### src/rtl/slow_packer_pkg.sv
// Shared types, default parameter values and the packed-word formatter for the slow packer.
package slow_packer_pkg;

  typedef enum logic [1:0] {
    ST_IDLE,
    ST_SETTLE,
    ST_STROBE
  } eng_state_t;

  localparam int DEF_DATA_W    = 8;
  localparam int DEF_ORB_W     = 12;
  localparam int DEF_ADDR_W    = 11;
  localparam int DEF_FRAME_LEN = 20;
  localparam int DEF_NCH       = 2;
  localparam int DEF_FIRST_POS = 16;
  localparam int DEF_WE_DELAY  = 30;
  localparam int DEF_WE_LEN    = 2;
  localparam int DEF_QDEPTH    = 2;

  // {0, hi, top (orb_w-data_w-2) bits of lo, 0}; hi must arrive zero-extended.
  function automatic logic [63:0] fmt_word(input logic [63:0] hi, input logic [63:0] lo,
                                           input int data_w, input int orb_w);
    int lw;
    logic [63:0] lo_top;
    lw     = orb_w - data_w - 2;
    lo_top = (lo >> (data_w - lw)) & ((64'd1 << lw) - 64'd1);
    return (hi << (lw + 1)) | (lo_top << 1);
  endfunction

endpackage

### src/rtl/slow_wr_fifo.sv
// Small write queue; a push into a full queue is still taken when a pop happens in the same clock.
module slow_wr_fifo #(
  parameter int WIDTH = 23,
  parameter int DEPTH = 2
) (
  input  logic             clk,
  input  logic             rst,
  input  logic             push,
  input  logic             pop,
  input  logic [WIDTH-1:0] wdata,
  output logic [WIDTH-1:0] rdata,
  output logic             full,
  output logic             empty
);

  localparam int PW = (DEPTH > 1) ? $clog2(DEPTH) : 1;
  localparam int CW = $clog2(DEPTH + 1);

  logic [WIDTH-1:0] mem [DEPTH];
  logic [PW-1:0]    wptr;
  logic [PW-1:0]    rptr;
  logic [CW-1:0]    count;
  logic             do_push;
  logic             do_pop;

  assign empty   = (count == '0);
  assign full    = (count == CW'(DEPTH));
  assign do_pop  = pop && !empty;
  assign do_push = push && (!full || do_pop);
  assign rdata   = mem[rptr];

  always_ff @(posedge clk or negedge rst) begin
    if (!rst) begin
      wptr  <= '0;
      rptr  <= '0;
      count <= '0;
    end else begin
      if (do_push) wptr <= (wptr == PW'(DEPTH - 1)) ? '0 : wptr + 1'b1;
      if (do_pop)  rptr <= (rptr == PW'(DEPTH - 1)) ? '0 : rptr + 1'b1;
      count <= count + CW'(do_push) - CW'(do_pop);
    end
  end

  // Storage needs no reset: an empty count makes stale entries unreachable.
  always_ff @(posedge clk) begin
    if (do_push) mem[wptr] <= wdata;
  end

endmodule

### src/rtl/slow_packer_mc.sv
// Packs strobed byte pairs into RAM words and writes them out with a slow settle/strobe handshake.
module slow_packer_mc
  import slow_packer_pkg::*;
#(
  parameter int DATA_W    = DEF_DATA_W,
  parameter int ORB_W     = DEF_ORB_W,
  parameter int ADDR_W    = DEF_ADDR_W,
  parameter int FRAME_LEN = DEF_FRAME_LEN,
  parameter int NCH       = DEF_NCH,
  parameter int FIRST_POS = DEF_FIRST_POS,
  parameter int WE_DELAY  = DEF_WE_DELAY,
  parameter int WE_LEN    = DEF_WE_LEN,
  parameter int QDEPTH    = DEF_QDEPTH
) (
  input  logic              clk,
  input  logic              rst,
  input  logic [DATA_W-1:0] data_i,
  input  logic [ADDR_W-1:0] addr_ram_i,
  input  logic              strob_i,
  input  logic              sw_i,
  output logic [ORB_W-1:0]  orb_word_o,
  output logic [ADDR_W-1:0] wr_addr_o,
  output logic              we_o,
  output logic              resync_o,
  output logic              overflow_o,
  output logic              busy_o
);

  localparam int PW    = (FRAME_LEN > 1) ? $clog2(FRAME_LEN) : 1;
  localparam int QW    = ORB_W + ADDR_W;
  localparam int CNT_W = 16;

  logic strb_s1, strb_s2, strb_s3;
  logic sw_s1, sw_s2, sw_ref;
  logic byte_evt, resync_evt;

  logic [PW-1:0]     pos, eff_pos;
  logic [DATA_W-1:0] hi [NCH];
  logic              pend;
  logic [ORB_W-1:0]  pend_word;
  logic [ADDR_W-1:0] pend_addr;

  logic              fifo_full, fifo_empty, pop;
  logic [QW-1:0]     fifo_rdata;

  eng_state_t        state, state_n;
  logic [CNT_W-1:0]  cnt, cnt_n;

  always_ff @(posedge clk or negedge rst) begin
    if (!rst) begin
      strb_s1 <= 1'b0;
      strb_s2 <= 1'b0;
      strb_s3 <= 1'b0;
      sw_s1   <= 1'b0;
      sw_s2   <= 1'b0;
      sw_ref  <= 1'b0;
    end else begin
      strb_s1 <= strob_i;
      strb_s2 <= strb_s1;
      strb_s3 <= strb_s2;
      sw_s1   <= sw_i;
      sw_s2   <= sw_s1;
      sw_ref  <= sw_s2;
    end
  end

  assign byte_evt   = strb_s2 && !strb_s3;
  assign resync_evt = sw_s2 ^ sw_ref;
  assign resync_o   = resync_evt;
  // A resync landing on a byte edge puts that byte at position 0.
  assign eff_pos    = resync_evt ? '0 : pos;

  always_ff @(posedge clk or negedge rst) begin
    if (!rst) begin
      pos       <= '0;
      pend      <= 1'b0;
      pend_word <= '0;
      pend_addr <= '0;
      for (int c = 0; c < NCH; c++) hi[c] <= '0;
    end else begin
      pend <= 1'b0;
      if (resync_evt) begin
        for (int c = 0; c < NCH; c++) hi[c] <= '0;
      end
      if (byte_evt) begin
        pos <= (eff_pos == PW'(FRAME_LEN - 1)) ? '0 : eff_pos + 1'b1;
        for (int c = 0; c < NCH; c++) begin
          if (eff_pos == PW'(FIRST_POS + 2*c)) hi[c] <= data_i;
          if (eff_pos == PW'(FIRST_POS + 2*c + 1)) begin
            pend      <= 1'b1;
            pend_word <= ORB_W'(fmt_word(64'(resync_evt ? {DATA_W{1'b0}} : hi[c]),
                                         64'(data_i), DATA_W, ORB_W));
            pend_addr <= addr_ram_i;
          end
        end
      end else if (resync_evt) begin
        pos <= '0;
      end
    end
  end

  slow_wr_fifo #(
    .WIDTH(QW),
    .DEPTH(QDEPTH)
  ) u_fifo (
    .clk  (clk),
    .rst  (rst),
    .push (pend),
    .pop  (pop),
    .wdata({pend_word, pend_addr}),
    .rdata(fifo_rdata),
    .full (fifo_full),
    .empty(fifo_empty)
  );

  always_ff @(posedge clk or negedge rst) begin
    if (!rst) begin
      overflow_o <= 1'b0;
    end else if (pend && fifo_full && !pop) begin
      overflow_o <= 1'b1;
    end else if (resync_evt) begin
      overflow_o <= 1'b0;
    end
  end

  always_ff @(posedge clk or negedge rst) begin
    if (!rst) begin
      state      <= ST_IDLE;
      cnt        <= '0;
      orb_word_o <= '0;
      wr_addr_o  <= '0;
    end else begin
      state <= state_n;
      cnt   <= cnt_n;
      if (pop) {orb_word_o, wr_addr_o} <= fifo_rdata;
    end
  end

  always_comb begin
    state_n = state;
    cnt_n   = cnt;
    pop     = 1'b0;
    case (state)
      ST_IDLE: begin
        if (!fifo_empty) begin
          pop     = 1'b1;
          state_n = ST_SETTLE;
          cnt_n   = '0;
        end
      end
      ST_SETTLE: begin
        if (cnt == CNT_W'(WE_DELAY - 1)) begin
          state_n = ST_STROBE;
          cnt_n   = '0;
        end else begin
          cnt_n = cnt + 1'b1;
        end
      end
      ST_STROBE: begin
        if (cnt == CNT_W'(WE_LEN - 1)) begin
          state_n = ST_IDLE;
          cnt_n   = '0;
        end else begin
          cnt_n = cnt + 1'b1;
        end
      end
      default: state_n = ST_IDLE;
    endcase
  end

  assign we_o   = (state == ST_STROBE);
  assign busy_o = !fifo_empty || (state != ST_IDLE);

endmodule

### config.mk
export PLATFORM = sky130hd
export DESIGN_NAME = slow_packer_mc
export DESIGN_NICKNAME = d
export VERILOG_FILES = /design/src/rtl/slow_packer_pkg.sv /design/src/rtl/slow_wr_fifo.sv /design/src/rtl/slow_packer_mc.sv
export SDC_FILE = /design/constraint.sdc
export NUM_CORES = 1
export LEC_CHECK = 0
export BUFFER_PORTS_ARGS = -buffer_cell sky130_fd_sc_hd__buf_2
export CAP_MARGIN = 20
export CORE_UTILIZATION = 45
export CTS_CLUSTER_SIZE = 40
export DETAILED_ROUTE_END_ITERATION = 10
export HOLD_SLACK_MARGIN = 0.03
export REMOVE_ABC_BUFFERS = 1
export SLEW_MARGIN = 20
export SYNTH_ARGS = -nofsm -noshare
export SYNTH_HDL_FRONTEND = slang
export SYNTH_SLANG_ARGS = --single-unit
### constraint.sdc
create_clock -name clk -period 2.8 [get_ports clk]
set_clock_uncertainty 0.1 [all_clocks]
set_input_delay 0.14 -clock clk [delete_from_list [all_inputs] [get_ports clk]]
set_output_delay 0.14 -clock clk [all_outputs]
set_load 0.02 [all_outputs]
; Word-level counts from Yosys, hierarchy flattened
; Memories as Yosys holds them, arrays and structs flattened. A register that Yosys moved wholly into a read port is not among the register bits.
; Cells that the tools add are included.
; Widths: inputs -> output; s select.
[op_classes]
n_addsub = 6
n_eq_ne = 12
n_mux = 32
bitwise_logic = 3
reduce_logical = 21
[op_table]
columns = op, count
row1 = $mux 16, 5
row2 = $pmux 16 s3, 1
row3 = $mux 8, 4
row4 = $mux 12, 2
row5 = $mux 11, 2
row6 = $or 11x3->11, 2
row7 = $eq 5x5->1 const B, 4
row8 = $add 16x1->16 const B, 1
row9 = $eq 16x1->1 const B, 1
row10 = $eq 16x5->1 const B, 1
row11 = $mux 5, 3
row12 = $mux 1, 11
row13 = $mux 2, 3
row14 = $pmux 2 s3, 1
row15 = $reduce_bool 2->1, 3
row16 = $add 5x1->5 const B, 1
row17 = $logic_and 1x1->1, 5
row18 = $logic_not 1->1, 5
row19 = $eq 2x2->1 const B, 2
row20 = $logic_not 2->1, 2
row21 = $ne 2x2->1 const B, 2
row22 = $reduce_and 2->1, 2
row23 = $reduce_and 3->1, 1
row24 = $reduce_bool 3->1, 1
row25 = other kinds (7), 9
[word_totals]
reg_bits = 74
ram_bits = 46
in_bits = 23
output_inout_bits = 27
word_cells = 93
n_memories = 1
[mem_list]
columns = memory, words, width, rd, rd_clocked_by_memory_dff, write_ports, line_no
row1 = u_fifo.mem, 2, 23, 1, 1, 1, slow_wr_fifo.sv:19  ; logic [WIDTH-1:0] mem [DEPTH];

; Logic depth before layout (Yosys ltp)
[logic_depth]
word_depth = 8
depth_mapped = 10
mapped_depth_nobuf = 9

; Cells and area by module
; A second synthesis with hierarchy kept.
[unflattened]
hier_cells = 457
area_unflattened_um2 = 5940.7
[modules_own_cells]
columns = module, instances, cells_each, area_each_um2, seq_area_each_um2
row1 = slow_packer_mc, 1, 361, 4042.6, 2277.2
row2 = slow_wr_fifo, 1, 96, 1898.1, 1481.4

; Worst setup path after synthesis
; No wires, ideal clock.
[synth_path]
kind = register to register
start = register sw_ref
end = register pend_addr[0]
setup_ns = 0.125
arrival_ns = 2.160
required_time_ns = 2.575
path_slack_ns = 0.415
stages_incl_launch_ff = 10
path_buffers = 2
synth_period_minus_slack_ns = 2.385
cell_sequence = dfrtp_1 > xnor2_2 > clkbuf_1 > nand2_1 > inv_1 > ha_1 > nor2_1 > nor4_4 > buf_4 > mux2_2
[synth_via]
elab_chain_len = 5
word_cells_on_any_way = 7
cone_classes = 2 x eq/ne / 2 x mux / 1 x bitwise / 2 x reduce/logical
[synth_lines]
columns = item, line_no
row1 = from (decl), slow_packer_mc.sv:34  ; logic sw_s1, sw_s2, sw_ref;
row2 = from (signal assigned), slow_packer_mc.sv:63  ; sw_ref <= sw_s2;
row3 = $xor 1x1->1 *, slow_packer_mc.sv:68  ; assign resync_evt = sw_s2 ^ sw_ref;
row4 = $mux 5 *, --
row5 = $eq 5x5->1, slow_packer_mc.sv:89  ; if (eff_pos == PW'(FIRST_POS + 2*c + 1)) begin
row6 = $reduce_bool 2->1 (no source line), --
row7 = $reduce_and 2->1 (no source line), --
row8 = to (signal assigned), slow_packer_mc.sv:93  ; pend_addr <= addr_ram_i;
row9 = to (decl), slow_packer_mc.sv:41  ; logic [ADDR_W-1:0] pend_addr;
; Every way passes the cells marked *; elsewhere a longest branch is shown, timed or not.
; A chain may end at the register's enable or synchronous reset.

; Worst setup path in the final report
[layout_path]
start = register state[0]
end = memory u_fifo.mem[1][10] (enable)
[layout_via]
elab_chain_len = 7
[layout_lines]
columns = item, line_no
row1 = from (decl), slow_packer_mc.sv:46  ; eng_state_t state, state_n;
row2 = from (signal assigned), slow_packer_mc.sv:133  ; state <= state_n;
row3 = $logic_not 2->1, slow_packer_mc.sv:143  ; case (state)
row4 = $mux 1, slow_packer_mc.sv:143
row5 = $logic_and 1x1->1, slow_wr_fifo.sv:28  ; assign do_pop = pop && !empty;
row6 = $logic_or 1x1->1, slow_wr_fifo.sv:29  ; assign do_push = push && (!full || do_pop);
row7 = $logic_and 1x1->1, slow_wr_fifo.sv:29
row8 = net u_fifo.do_push, slow_wr_fifo.sv:23  ; logic do_push;
row9 = $mux 1, slow_wr_fifo.sv:46  ; if (do_push) mem[wptr] <= wdata;
row10 = $mux 1 (implied by the code), slow_wr_fifo.sv:46
row11 = to (decl), slow_wr_fifo.sv:19
; The timed path passes the listed nets, and every way through them passes these cells.

==> metrics.log <==
INFO  metric critical_path_s_top_delay_family = simple AND/OR/NAND/NOR gates
INFO  metric report.power.total = 0.00456 W
INFO  metric mappedNetlistArea = about 5700 sq um
INFO  metric grt_max_degree = 94
INFO  metric antenna_violating_nets_post_route = 0
INFO  metric max-vdd-ir-drop = 0.401 mV
INFO  metric ctsRootBufferMaster = clkbuf_16
INFO  metric dieWidth = 114 um
INFO  metric diodes = 0
INFO  metric drt-vias-per-instance = 5.04
INFO  metric period_share = 0.879
INFO  metric met3_length = 280 um
INFO  metric synth_compound_gate_area_share = 0.0750
INFO  metric syn-mean-instance-area = between 10 and 15 sq um
INFO  metric timing.setup.critical_path_class = flip-flop to flip-flop
INFO  metric cp_cell_sequence = inv_1, ha_1, nor3b_1, nand2b_1, inv_1, and2_1
INFO  metric numCtsBuffers = 17
INFO  metric fmax = 406 MHz
INFO  metric max_slew.worst_pin.slew = 993 ps
INFO  metric maxSlewHeadroom = 0.338
INFO  metric totalNegativeSetupSlack = 0 ps
INFO  metric groute.usage.overall = 0.170
INFO  metric hold_buffers = 22
INFO  metric pwr-share-seq = 0.467
INFO  metric post_layout_nonfiller_instances = 705
INFO  metric ys.warnings.count = 0
INFO  metric timing.final.crit_period = 2460 ps
INFO  metric critical_path_arrival = 2400 ps
INFO  metric first_pass_grt_wire_length = around 17 mm
INFO  metric route.layer.met1.wl = 4.64 mm
INFO  metric finalHoldViolCount = 0
INFO  metric outcome = finished clean
INFO  metric routed_wirelength = approximately 9.9 mm
INFO  metric clkSinkCount = 135
INFO  metric num-fill-cells = 1043
INFO  metric post_synth_mux_area_share = 0.0986
INFO  metric worst_path_max_delay_cell = and2_1
INFO  metric worst_setup_hold_path_clk_slew = about 50 ps
INFO  metric first_global_vias = 3396
INFO  metric netSwitchingPower = between 0.001 and 0.0015 W
INFO  metric synth-adder-area-share = 0.0287
INFO  metric synthFlopType = dfrtp_1
INFO  metric detailedRoute.firstIterationViolations = 152
INFO  metric drtPass1Iterations = 4
INFO  metric cts-resized-gates = 0
INFO  metric leakage = 2.99 nW
INFO  metric die_y = 114 um
INFO  metric worst_path_buf_inv = 2
INFO  metric met2_length = around 4.8 mm
INFO  metric synth_seq_cells = 135
INFO  metric path_common_cell = inv_1
INFO  metric synth-xor-area-share = 0.0168
INFO  metric antenna_found_initial = 0
INFO  metric dieArea = ~13000 sq um
INFO  metric powerDensity = 658 nW/um^2
INFO  metric worst_stage_delay_on_the_critical_path = 790 ps
INFO  metric finalHoldWorstSlack = about 200 ps
INFO  metric library_cell_with_the_largest_summed_area_after_synthesis = dfrtp_1
INFO  metric endpoint_kind = flip-flop
INFO  metric synth-simple-area-share = 0.116
INFO  metric routed_wire_length_per_instance = about 14 um
INFO  metric ys_top_cells_by_area = dfrtp_1 (41%), edfxtp_1 (22%), mux2i_1 (5.3%), nand2_1 (3.9%), mux2_2 (3.8%)
INFO  metric synth_top_family_by_area = simple AND/OR/NAND/NOR gates
INFO  metric peak_fanout_along_the_critical_path = 21
INFO  metric clock_power_share = 0.468
INFO  metric post-route-util = 0.569
INFO  metric post-route-drc-count = 0
INFO  metric maxUsedRoutingLayer = met4
INFO  metric floorplan.core_area = 12200 sq um
INFO  metric core.rowCount = 40
INFO  metric boundaryPins = 50
INFO  metric dp.cells = between 600 and 700
INFO  metric async_s_r_ff_share_synth = 0.689
INFO  metric postCtsSetupRepairBufs = 0
INFO  metric postSynthCellCount = 445
INFO  metric max_cap_viol_count = 0
INFO  metric ctsHtreeMaxLevel = 4
INFO  metric report.final.slew_viol_count = 0
INFO  metric synthDominantCellAreaShare = 0.410
INFO  metric seq_area_frac_synth = 0.633
INFO  metric rsz0062_at_grt = false
INFO  metric global_route.overflow_total = 0
INFO  metric dp_hpwl = 6.20 mm
INFO  metric holdCritPathClass = input port to asynchronous set/reset pin
INFO  metric area_delta_synth_final = 22.0%
INFO  metric crit_required = between 2000 and 3000 ps
INFO  metric number_of_enable_flip_flop_cells_after_synthesis = 42
INFO  metric clock_latency = 410 ps
INFO  metric setup_violations = 0
INFO  metric gpl.final_weighted_congestion = 0.786
INFO  metric num_vias = 3551
INFO  metric initial_utilization = 0.466
INFO  metric combinationalPowerShare = 0.065
INFO  metric synth_cell_types = 55
INFO  metric layout-drive-gt1-share = 0.220
INFO  metric final_nets = 560
INFO  metric critical_path.startpoint_type = flip-flop
INFO  metric cts_tree = done
INFO  metric cell_internal_pwr = 0.00353 W
INFO  metric ctsLongestPathBuffers = 2
INFO  metric sw_frac_of_total = 0.225
INFO  metric port_buffers = 47
layout make-up:
| class | instances | area (sq um) | area share |
|---|---|---|---|
| Clock inverter | 12 | 129 | 0.0186 |
| Multi-Input combinational cell | 270 | 1930 | 0.279 |
| Clock buffer | 20 | 447 | 0.0645 |
| Timing Repair Buffer | 78 | 538 | 0.0777 |
| Tap cell | 168 | 210 | 0.0304 |
| Inverter | 22 | 82.6 | 0.0119 |
| Sequential cell | 135 | 3590 | 0.518 |
tightest hold or removal path, delay by kind of cell:
kind,cells,cell delay [ps]
buffers and inverters,3,1010
cells by family (layout without fill, tap and decap cells):
group,count (synthesis),after routing
AOI/OAI and AO/OA,71,71
xor gates and xnor gates,10,10
adders and majority gates,13,13
buffers and inverters,41,132
DFF,135,135
muxes,53,53
other,1,2
and+or+nand+nor,121,121
final timing paths:
check	slack (ps)	endpoint	from	depth (start not counted)
max	340	u_fifo.mem[1][10]	state[0]	6
min	200	sw_s1	rst	3
min in group clk	250	sw_s2	sw_s1	0
min reg2reg	250	sw_s2	sw_s1	0
max reg2reg	340	u_fifo.mem[1][10]	state[0]	6
max in group asynchronous	2000	orb_word_o[7]	rst	3
synth_stat cells (2+ instances only):
cell type / n
xnor2_1: 5
nor2b_1: 4
nor4b_1: 2
and3_1: 2
buf_4: 5
and4_1: 2
o211ai_1: 2
nor4_1: 3
nor2_1: 11
nand4_1: 4
mux2i_1: 30
o21ai_0: 38
clkbuf_1: 8
nand3_1: 7
buf_2: 5
nor3_1: 2
nand2b_1: 3
a21oi_1: 7
mux2_1: 4
mux2_2: 19
o31ai_1: 14
nand2_1: 59
nor4_4: 2
nor3b_1: 2
ha_1: 13
or4_1: 5
edfxtp_1: 42
a31oi_1: 2
xor2_1: 4
dfrtp_1: 93
inv_1: 21
or3_1: 2
layer usage:
layer / up-vias / global-route usage
met5: - / 0
met4: 0 / 0.0866
met3: 16 / 0.0445
met2: 52 / 0.276
met1: 1736 / 0.212
li1: 1747 / -
stage by stage:
stage	setup WS, ps	instance area [sq um]
after floorplan	-35.0	5580
after global placement	405	6120
after detailed placement	312	6120
after CTS	308	6920
after global routing	126	6920
final	339	6920
registers in the layout (all words and copies together), names as in the netlist:
register	flops
overflow_o	1
u_fifo.wptr	1
u_fifo.count	2
state	2
orb_word_o	10
sw_s1	1
pos	5
sw_ref	1
strb_s1	1
pend_word	10
pend_addr	11
hi	16
u_fifo.mem	42
pend	1
wr_addr_o	11
u_fifo.rptr	1
cnt	16
sw_s2	1
strb_s3	1
strb_s2	1
cell usage in the layout (no fill, tap or decap), types with 3 or more instances in the layout:
cell / count
nand4_1: 4
clkbuf_16: 17
buf_4: 9
nor4_1: 3
a21oi_1: 7
xnor2_1: 5
nand2b_1: 3
xor2_1: 4
mux2i_1: 30
mux2_1: 4
o21ai_0: 38
inv_1: 21
nand3_1: 7
nor2_1: 10
mux2_2: 19
o31ai_1: 14
ha_1: 13
edfxtp_1: 42
clkinvlp_4: 5
buf_2: 46
nand2_1: 59
dfrtp_1: 93
dlygate4sd3_1: 22
nor2b_1: 4
or4_1: 5
power by group through the flow:
stage	clock network [W]	logic, W	registers, W
6_report	0.00213	0.000296	0.00213
5_1_grt	0.00227	0.000333	0.00214
4_1_cts	0.00219	0.000302	0.00213
3_5_place_dp	0	0.000278	0.00216
3_3_place_gp	0	0.000275	0.00216
2_1_floorplan	0	0.0000706	0.00224
No activity file was read; power rests on OpenSTA's default activity.
